--- src/rtl/acc_alu_unit.sv ---
// Accumulator ALU: single-cycle arithmetic/logic/shift ops on AC against R,
// plus a WIDTH-cycle shift-add unsigned multiply with a busy/done handshake.
module acc_alu_unit #(
  parameter int WIDTH = 8
) (
  input  logic             clk,
  input  logic             reset,
  input  logic             start,
  input  logic [3:0]       op,
  input  logic [WIDTH-1:0] R,
  output logic             busy,
  output logic             done,
  output logic [WIDTH-1:0] acc,
  output logic [3:0]       flags
);

  localparam int CW = $clog2(WIDTH + 1);

  localparam logic [3:0] OP_ADD = 4'h0;
  localparam logic [3:0] OP_SUB = 4'h1;
  localparam logic [3:0] OP_INC = 4'h2;
  localparam logic [3:0] OP_CLR = 4'h3;
  localparam logic [3:0] OP_AND = 4'h4;
  localparam logic [3:0] OP_OR  = 4'h5;
  localparam logic [3:0] OP_XOR = 4'h6;
  localparam logic [3:0] OP_NOT = 4'h7;
  localparam logic [3:0] OP_LD  = 4'h8;
  localparam logic [3:0] OP_SHL = 4'h9;
  localparam logic [3:0] OP_SHR = 4'hA;
  localparam logic [3:0] OP_ASR = 4'hB;
  localparam logic [3:0] OP_MUL = 4'hC;

  localparam logic [WIDTH-1:0] ONE = {{(WIDTH-1){1'b0}}, 1'b1};

  typedef enum logic {IDLE, MUL} state_t;

  state_t               state, state_nxt;
  logic [WIDTH-1:0]     acc_nxt;
  logic [3:0]           flags_nxt;
  logic                 done_nxt;
  logic [2*WIDTH-1:0]   mcand, mcand_nxt, prod, prod_nxt, partial;
  logic [WIDTH-1:0]     mplier, mplier_nxt;
  logic [CW-1:0]        cnt, cnt_nxt;
  logic [WIDTH+1:0]     alu_out;   // {C, V, result}

  // Signed overflow of a+b (is_sub=0) or a-b (is_sub=1) given the wrapped result.
  function automatic logic ovf(input logic [WIDTH-1:0] a, input logic [WIDTH-1:0] b,
                               input logic [WIDTH-1:0] res, input logic is_sub);
    logic signed [WIDTH-1:0] sa, sb, sr;
    sa = a;
    sb = b;
    sr = res;
    if (is_sub) ovf = ((sa < 0) != (sb < 0)) && ((sr < 0) != (sa < 0));
    else        ovf = ((sa < 0) == (sb < 0)) && ((sr < 0) != (sa < 0));
  endfunction

  function automatic logic [WIDTH+1:0] alu_op(input logic [3:0] code,
                                              input logic [WIDTH-1:0] a,
                                              input logic [WIDTH-1:0] b);
    logic [WIDTH:0]   ext;
    logic [WIDTH-1:0] res;
    logic             c, v;
    ext = '0;
    res = a;
    c   = 1'b0;
    v   = 1'b0;
    case (code)
      OP_ADD: begin
        ext = {1'b0, a} + {1'b0, b};
        res = ext[WIDTH-1:0];
        c   = ext[WIDTH];
        v   = ovf(a, b, res, 1'b0);
      end
      OP_SUB: begin
        ext = {1'b0, a} - {1'b0, b};
        res = ext[WIDTH-1:0];
        c   = ext[WIDTH];
        v   = ovf(a, b, res, 1'b1);
      end
      OP_INC: begin
        ext = {1'b0, a} + {1'b0, ONE};
        res = ext[WIDTH-1:0];
        c   = ext[WIDTH];
        v   = ovf(a, ONE, res, 1'b0);
      end
      OP_CLR: res = '0;
      OP_AND: res = a & b;
      OP_OR:  res = a | b;
      OP_XOR: res = a ^ b;
      OP_NOT: res = ~a;
      OP_LD:  res = b;
      OP_SHL: begin
        res = {a[WIDTH-2:0], 1'b0};
        c   = a[WIDTH-1];
      end
      OP_SHR: begin
        res = {1'b0, a[WIDTH-1:1]};
        c   = a[0];
      end
      OP_ASR: begin
        res = {a[WIDTH-1], a[WIDTH-1:1]};
        c   = a[0];
      end
      default: res = a;
    endcase
    alu_op = {c, v, res};
  endfunction

  function automatic logic [3:0] mk_flags(input logic [WIDTH-1:0] res,
                                          input logic c, input logic v);
    mk_flags = {(res == '0), res[WIDTH-1], c, v};
  endfunction

  assign alu_out = alu_op(op, acc, R);
  assign partial = prod + (mplier[0] ? mcand : '0);
  assign busy    = (state == MUL);

  always_comb begin
    state_nxt  = state;
    acc_nxt    = acc;
    flags_nxt  = flags;
    done_nxt   = 1'b0;
    mcand_nxt  = mcand;
    mplier_nxt = mplier;
    prod_nxt   = prod;
    cnt_nxt    = cnt;
    case (state)
      IDLE: begin
        if (start) begin
          if (op == OP_MUL) begin
            mcand_nxt  = {{WIDTH{1'b0}}, acc};
            mplier_nxt = R;
            prod_nxt   = '0;
            cnt_nxt    = CW'(WIDTH);
            state_nxt  = MUL;
          end else if (op > OP_MUL) begin
            done_nxt = 1'b1;
          end else begin
            acc_nxt   = alu_out[WIDTH-1:0];
            flags_nxt = mk_flags(alu_out[WIDTH-1:0], alu_out[WIDTH+1], alu_out[WIDTH]);
            done_nxt  = 1'b1;
          end
        end
      end
      MUL: begin
        prod_nxt   = partial;
        mcand_nxt  = mcand << 1;
        mplier_nxt = mplier >> 1;
        cnt_nxt    = cnt - CW'(1);
        // Last iteration: commit the low half and flag a nonzero high half as carry.
        if (cnt == CW'(1)) begin
          acc_nxt   = partial[WIDTH-1:0];
          flags_nxt = mk_flags(partial[WIDTH-1:0], |partial[2*WIDTH-1:WIDTH], 1'b0);
          done_nxt  = 1'b1;
          state_nxt = IDLE;
        end
      end
      default: state_nxt = IDLE;
    endcase
  end

  always_ff @(posedge clk) begin
    if (!reset) begin
      state <= IDLE;
      acc   <= '0;
      flags <= '0;
      done  <= 1'b0;
    end else begin
      state <= state_nxt;
      acc   <= acc_nxt;
      flags <= flags_nxt;
      done  <= done_nxt;
    end
  end

  // Multiplier working registers are only meaningful in MUL and are re-seeded on entry.
  always_ff @(posedge clk) begin
    mcand  <= mcand_nxt;
    mplier <= mplier_nxt;
    prod   <= prod_nxt;
    cnt    <= cnt_nxt;
  end

endmodule

--- config.mk ---
export PLATFORM = sky130hd
export DESIGN_NAME = acc_alu_unit
export DESIGN_NICKNAME = d
export VERILOG_FILES = /design/src/rtl/acc_alu_unit.sv
export SDC_FILE = /design/constraint.sdc
export NUM_CORES = 1
export LEC_CHECK = 0
export CAP_MARGIN = 20
export CORE_AREA = 2 2 134 136
export DETAILED_ROUTE_END_ITERATION = 16
export DIE_AREA = 0 0 136 138
export PLACE_DENSITY_LB_ADDON = 0.1
export SLEW_MARGIN = 10
export SYNTH_ARGS = -nofsm -noshare
export SYNTH_HDL_FRONTEND = slang
export SYNTH_SLANG_ARGS = --single-unit
--- constraint.sdc ---
create_clock -name clk -period 3.9 [get_ports clk]
set_input_delay 0.975 -clock clk [delete_from_list [all_inputs] [get_ports clk]]
set_output_delay 0.975 -clock clk [all_outputs]
set_load 0.03 [all_outputs]
-- Word-level counts from Yosys, hierarchy flattened
Cells that the tools add are included.
- register bits after elaboration: 58
- bits in latches: 0
- bits in writable memories: 0
- memory bits (read-only): 0
- bits of input ports: 15
- output and inout bits: 14
- logic and storage cells: 92
- memories: 0
- add/sub/neg operators: 5
- multiply operators: 0
- divide/modulo/power cells: 0
- $lt $le $gt $ge: 6
- equality and inequality tests: 23
- shift operators: 0
- muxes and demuxes: 34
- bitwise gates (word level): 6
- reductions and logical operators: 10
- operators with widths (kind ; number):
    $pmux 8 s12 ; 1
    $mux 16 ; 5
    $pmux 16 s2 ; 2
    $mux 8 ; 6
    $lt 8x1->1 const B ; 5
    $pmux 8 s2 ; 2
    $mux 4 ; 6
    $eq 4x4->1 const B ; 5
    $add 16x16->16 ; 1
    $eq 4x3->1 const B ; 4
    $logic_not 8->1 ; 2
    $pmux 4 s2 ; 2
    $add 8x1->9 const B ; 1
    $add 8x8->9 ; 1
    $sub 8x8->9 ; 1
    $and 8x8->8 ; 1
    $eq 4x1->1 const B ; 2
    $eq 4x2->1 const B ; 2
    $ne 2x2->1 const B ; 4
    $not 8->8 ; 1
    $or 8x8->8 ; 1
    $reduce_or 8->1 ; 1
    $xor 8x8->8 ; 1
    $mux 1 ; 6
    14 further kinds ; 21

-- Logic depth before layout (Yosys ltp)
- depth after elaboration: 9
- depth in mapped cells: 12
- mapped depth without buffers: 11

-- Worst setup path after synthesis
Ideal clock, no wire load.
- path type: in2reg
- start point: input R[0]
- end point: register flags[3]
- setup time: 74 ps
- arrival time: 2972 ps
- required time: 3826 ps
- setup slack: 854 ps
- cell stages on the path: 10
- path buffers: 0
- cell sequence: ha_1 fa_1 xor2_1 a2bb2oi_2 o221ai_2 o32a_1 a2111oi_2 and3_1 nand4_1 a31oi_1
- cells in the longest elaborated chain, start to end: 7
- elaborated cells on any way between the ends: 11
- those cells by class: 2 x add/sub; 5 x mux; 3 x bitwise; 1 x reduce/logical
- RTL lines (what ; line ; text):
    start, declared ; 10 ; input logic [WIDTH-1:0] R,
    $sub 8x8->9, or another cell as far along ; 75 ; ext = {1'b0, a} - {1'b0, b};
    $pmux 8 s12 (*) ; 67 ; case (code)
    $logic_not 8->1 (*) ; 111 ; mk_flags = {(res == '0), res[WIDTH-1], c, v};
    $mux 4 (*) ; 136 ; end else if (op > OP_MUL) begin
    $mux 4 (*) ; 130 ; if (op == OP_MUL) begin
    $mux 4 (*) ; 129 ; if (start) begin
    $pmux 4 s2 (*) ; 127 ; case (state)
    end signal, assigned ; 171 ; flags <= flags_nxt;
    end, declared ; 14 ; output logic [3:0] flags
Mark *: on every way between the ends. The rest lies on a longest branch, timed or not. The select of a mux whose other input is x is not followed.
A chain may end at the register's enable or synchronous reset.

-- Worst setup path after layout
- start point: input R[0]
- end point: register flags[1]
- cells in the longest elaborated chain, start to end: 6
- elaborated cells on any way between the ends: 7
- those cells by class: 2 x add/sub; 5 x mux
- RTL lines (what ; line):
    $sub 8x8->9 / $add 8x8->9 (equally long branches) ; 75, 69
    $pmux 1 s5 (*) ; 67
    $mux 4 (*) ; 136
    $mux 4 (*) ; 130
    $mux 4 (*) ; 129
    $pmux 4 s2 (*) ; 127
Marked as above.

==> impl_results.md <==
- Status: complete, no violations
- Met2 usage: 26.7%
- Die Ht: 138 microns
- Cell repeated most along the worst path: a21oi_1
- Switch Pwr: 576 uW
- M1 GR Usage: 26.4%
- Worst Path Required: 4.11 ns
- Setup Buffers After CTS: 0
- Slew Viols, Final: 0
- Syn Inst Count: 585
- Area of the core: 0.0175 sq mm
- 1st-pass router iterations: 4
- Synth Flop Type: edfxtp_1
- Nets: 686
- Critical Path AT: 3.84 ns
- Layer with the highest usage: met2
- Minimum clock period: 3.62 ns
- HP Class: flop to flop
- Row count: 49
- Util after Layout: 34.9%
- Pwr Density: 327 mW/mm^2
- CP Cell Sequence: clkdlybuf4s50_1 > ha_1 > fa_1 > a211oi_1 > nor3_1 > o21a_1 > o21ai_0 > a21oi_1 > o31ai_1 > buf_4 > a21oi_1 > a21boi_1
- Commonest non-fill, non-tap cell in the layout: nor2_1
- Slew @ Worst Pin: 0.634 ns
- Logic pwr share: 24.9%
- Sink Count: 57
- Min Hold Slack: 0.466 ns
- Share of layout cells above drive strength 1: 10.8%
- Clock Skew: 0.00640 ns
- Via count: 4612
- Synth-to-layout area growth: 19.3%
- Slew margin rel.: 57.4%
- Setup violations, final: 0
- Seq cells post-synth: 57
- WS Path Type: input port to flop
- Mapped cell area: 0.00512 sq mm
- GPL Wtd Cong: 0.905
- Most frequent cells in the layout: 47 x nor2_1, 44 x ha_1, 44 x edfxtp_1, 42 x o21ai_0, 40 x nand2_1
- Critical path's slowest cell: clkdlybuf4s50_1
- Number of top-level pins: 29
- Clk slew on worst S/H paths: 0.05 ns
- Resized Gates After CTS: 0
- # fillers: 1900
- Initial antenna violation count: 0
- PnR Total Power: 2.00 mW
- Mapped Nets: 647
- Top cell type by total area after synthesis: edfxtp_1
- Sw frac: 28.8%
- Drc violations: 0
- LEAKAGE: 2.42 nW
- Maximum fanout along the worst path: 4
- Overflow after GRT: 0
- Top cells by area, synth: edfxtp_1 26%, ha_1 11%, dfxtp_1 5.1%
- Clock Latency Late Sink: 0.32 ns
- # hold bufs at CTS: 0
- Flop pwr share: 35.1%
- Post-DP HPWL: 12000 microns
- Root Buffer Master: clkbuf_16
- Post-synth EDFFs: 44
- CP Capture Type: flop
- Maximum clock insertion buffer count: 2
- Reg2Reg Setup Slack: 0.64 ns
- YS warnings: 0
- CTS H-tree lvls: 3
- PortBufs: 28
- Synth top area share: 25.8%
- First-pass GRT wire length: 26000 microns
- CTS tree: built
- Total Neg Setup Slack: 0 ns
- Vias in the first global route: 4693
- DR iter-0 viols: 406
- Total wire length: 15900 microns
- Crit path launch type: input port
- Yosys cell types: 79
- Num CTS Buffers: 9
- Die W: 136 microns
- Initial Util: 29.2%
- Sequential area share after synthesis: 30.9%
- GRT Overall Usage: 17.7%
- Max stage delay on crit path: 0.48 ns
- Largest net degree at the start of global routing: 64
- Detailed-route wire length per cell: 18.6 microns
- Clock Power Share: 40.0%
- Final Hold Fails: 0
- Die area: 0.0188 sq mm
- N_diodes: 0
- Final antenna-violating net count: 0
- Vias per inst: 5.38
- Synth Area per Inst: 8.76 sq um
- Grt met3 use: 3.19%
- Fmax: 0.276 GHz
- RSZ-0062 raised after global routing: false
- Tcrit/Tclk final: 92.9%
- Fraction of registers with async set or reset after synthesis: 0%
- MaxCap Viol Count: 0
- Worst VDD drop: 0.202 mV
- Int Pwr: 1.42 mW
[registers in the layout, summed over array words and instances, names as in the netlist]
name,flops
done,1
flags,4
acc,7
mplier,8
cnt,4
prod,16
busy,1
mcand,16
[power groups by stage]
stage | clock (mW) | combinational [mW] | sequential [mW]
final | 0.800 | 0.498 | 0.700
after global routing | 0.848 | 0.548 | 0.703
after CTS | 0.821 | 0.496 | 0.700
after detailed placement | 0 | 0.494 | 0.712
after global placement | 0 | 0.491 | 0.712
after floorplan | 0 | 0.306 | 0.723
[cell type report]
cell class              instances  area (sq um)  area share (%)
multi-input cells             462          3230            52.9
flip-flops and latches         57          1580            25.9
repair buffers                 65           596            9.74
well taps                     229           287            4.69
clock buffers                  13           270            4.42
inverters                      29           109            1.78
clock inverters                 3          37.5           0.614
[final timing paths]
| path | from | to | depth (start not counted) |
|---|---|---|---|
| setup reg to reg | mplier[0] | flags[1] | 12 |
| hold reg to reg | flags[0] | flags[0] | 2 |
| setup / recovery | R[0] | flags[1] | 12 |
| hold / removal | flags[0] | flags[0] | 2 |
[synthesized netlist by cell type, types with 5 or more instances]
cell type / count
nor3_1: 14
a2111oi_0: 7
nand4_1: 5
buf_2: 9
ha_1: 44
nand3_1: 7
mux2i_1: 12
and3_1: 11
edfxtp_1: 44
nor2_1: 47
nor2b_1: 7
and2_1: 38
dfxtp_1: 13
o21ai_0: 42
a21o_1: 7
clkbuf_1: 18
xor2_1: 7
inv_1: 27
or3_1: 6
o21a_1: 5
o31ai_1: 6
nand2_1: 41
xnor2_1: 12
a211oi_1: 6
nand2b_1: 9
a21oi_1: 28
a31oi_1: 9
nor4_1: 10
buf_6: 5
[logic make-up (layout without fill, tap and decap cells)]
group | count (synthesis) | in the layout | synth area share [%]
adder cells (fa/ha/maj) | 47 | 47 | 11.9
multiplexers | 14 | 14 | 3.00
AO/OA/AOI/OAI | 165 | 165 | 22.3
buffers and inverters | 66 | 110 | 6.08
AND/OR/NAND/NOR | 217 | 217 | 22.5
flip-flops | 57 | 57 | 30.9
XOR/XNOR | 19 | 19 | 3.25
[critical path, delay by kind of cell]
family,cells,cell delay [ns]
AOI/OAI and AO/OA,7,1.30
adders and majority gates,2,0.73
buffers and inverters,2,0.66
and+or+nand+nor,1,0.18
[metrics by stage]
step                      cell area [sq um]  std cells  worst slack (ns)
after detailed placement               5810        842           -0.0354
after global placement                 5810        842            0.0356
after CTS                              6110        858             0.303
final                                  6110        858             0.277
after floorplan                        5120        585             0.854
after global routing                   6110        858             0.122
[per-layer routing]
| metal | part of all wire, % | vias to the layer above |
|---|---|---|
| li1 | - | 2237 |
| met1 | 49 | 2244 |
| met2 | 45 | 121 |
| met3 | 5.1 | 10 |
| met4 | 0.70 | 0 |
| met5 | 0 | - |
No activity file was read; power rests on OpenSTA's default activity.
==> RTL edit (config.mk and constraints unchanged) <==
Put one more register stage on the output `acc`, without a reset. The value now appears one clock later. The other outputs are not delayed to match.
--- a/src/rtl/acc_alu_unit.sv
+++ b/src/rtl/acc_alu_unit.sv
@@ -33,6 +33,8 @@
   localparam logic [WIDTH-1:0] ONE = {{(WIDTH-1){1'b0}}, 1'b1};
 
   typedef enum logic {IDLE, MUL} state_t;
+
+  logic [WIDTH-1:0] acc_s0;
 
   state_t               state, state_nxt;
   logic [WIDTH-1:0]     acc_nxt;
@@ -111,13 +113,13 @@
     mk_flags = {(res == '0), res[WIDTH-1], c, v};
   endfunction
 
-  assign alu_out = alu_op(op, acc, R);
+  assign alu_out = alu_op(op, acc_s0, R);
   assign partial = prod + (mplier[0] ? mcand : '0);
   assign busy    = (state == MUL);
 
   always_comb begin
     state_nxt  = state;
-    acc_nxt    = acc;
+    acc_nxt    = acc_s0;
     flags_nxt  = flags;
     done_nxt   = 1'b0;
     mcand_nxt  = mcand;
@@ -128,7 +130,7 @@
       IDLE: begin
         if (start) begin
           if (op == OP_MUL) begin
-            mcand_nxt  = {{WIDTH{1'b0}}, acc};
+            mcand_nxt  = {{WIDTH{1'b0}}, acc_s0};
             mplier_nxt = R;
             prod_nxt   = '0;
             cnt_nxt    = CW'(WIDTH);
@@ -162,12 +164,12 @@
   always_ff @(posedge clk) begin
     if (!reset) begin
       state <= IDLE;
-      acc   <= '0;
+      acc_s0 <= '0;
       flags <= '0;
       done  <= 1'b0;
     end else begin
       state <= state_nxt;
-      acc   <= acc_nxt;
+      acc_s0 <= acc_nxt;
       flags <= flags_nxt;
       done  <= done_nxt;
     end
@@ -181,5 +183,9 @@
     cnt    <= cnt_nxt;
   end
 
+  always_ff @(posedge clk) begin
+    acc <= acc_s0;
+  end
+
 endmodule
 
Function: changed (a bounded check fails within 4 cycles, from zero or initial values and one cycle with reset low).
==> RTL edit against the original RTL <==
Global-route usage about the same. Die area unchanged. Sequential cell count up 8. Largest cell class unchanged. Largest power group unchanged. Design area up 3.1%. Setup slack worse by 56 ps. Power up 7.7%. Area after synthesis up 1.7%. Highest routed layer unchanged. Critical path type unchanged. Synthesized cell count up 0.34%. Wire length up 2.0%.
==> RTL edit: results (changes against the original RTL) <==
stage;metric;value;unit;change
placed_design;DP Area;5990;sq um;+3.2%
layout;Finished Layout Cells;872;;+1.6%
worst_setup_path;reg2reg setup slack;510;ps;-130 ps
timing;minimum clock period;3680;ps;+55.8 ps
timing;Worst-Margin Slew;602;ps;-31.8 ps
placed_design;Inst Count DP;856;;+1.7%
layout;Post-layout nets;700;;+2.0%
route;Metal-1 WL;7320;um;-6.6%
status;status;completed;;
layout;Core Util, Final;35.9;%;+1.1 points
worst_setup_path;max incr delay on CP;430;ps;-50 ps
global_route;largest net degree at the start of global routing;50;;-22%
layout;ClkCell Share;4.92;%;-0.11 points
yosys;Commonest cells post-synth;49 x o21ai_0, 47 x nand2_1, 44 x edfxtp_1, 44 x ha_1, 39 x and2_1;;
layout;Signal inverters;39;;+34%
layout;Seq cells;65;;+14%
layout;fillers;1884;;-0.84%
yosys;Mapped Nets;649;;+0.31%
worst_setup_path;R2R cell count;10;;-2
global_route;met1 Resource Use GR;22.9;%;-3.6 points
global_route;met3 track utilization from global routing;2.93;%;-0.26 points
route;initial DRC count;401;;-1.2%
placed_design;Routability Congestion;0.916;;+1.2%
worst_setup_path;CP max FO;3;;-1
global_route;vias in the first global route;4794;;+2.2%
layout;non-clk buf share;10.3;%;+0.54 points
route;drt pass-1 iters;6;;+2
layout;Largest regs;mcand (16), prod (16);;
power;leakage;2.43;nW;+0.57%
placed_design;post-DP HPWL;12000;um;-0.18%
==> RTL edit: changes by cell type in the layout (fill, tap and decap cells not counted), moves of 7 or more <==
cell / before / now
and3_1: 11 / 4
inv_1: 27 / 38
dfxtp_1: 12 / 20
o21ai_0: 42 / 49
nor2_1: 47 / 28
nand3_1: 7 / 15
buf_4: 34 / 41
==> RTL edit: worst reg2reg max path, cell delays in order (launching register included) <==
cell and delay [ps]:
edfxtp_1 380, buf_4 210, and2_1 180, fa_1 430, a21oi_1 220, o21ai_1 140
a2111o_1 500, a2111oi_1 460, nor3_1 130, nor4_1 460, a211oi_1 130
==> RTL edit: worst min path at each step <==
| stage | startpoint | end | slack (ps) | depth (start not counted) |
|---|---|---|---|---|
| 4_1_cts | acc_s0[6] | acc[6] | 490 | 0 |
| 5_1_grt | acc_s0[6] | acc[6] | 510 | 0 |
| 2_1_floorplan | acc_s0[2] | acc[2] | 370 | 0 |
| 3_5_place_dp | acc_s0[6] | acc[6] | 480 | 0 |
| 3_3_place_gp | acc_s0[6] | acc[6] | 490 | 0 |
| 6_report | acc_s0[6] | acc[6] | 510 | 0 |
==> RTL edit: power by group <==
part	leakage (nW)	internal, mW	switching (mW)
combinational	1.70	0.200	0.280
sequential	0.579	0.763	0.0253
clock	0.150	0.553	0.329
total	2.43	1.52	0.635
==> RTL edit: logic make-up after synthesis <==
| logic type | Yosys count | synth area share (%) |
|---|---|---|
| AND/OR/NAND/NOR | 191 | 19.5 |
| buffers and inverters | 71 | 5.79 |
| adder cells (fa/ha/maj) | 47 | 11.7 |
| XOR/XNOR | 16 | 2.69 |
| flip-flops | 65 | 33.4 |
| multiplexers | 8 | 2.02 |
| AO/OA/AOI/OAI | 189 | 24.8 |
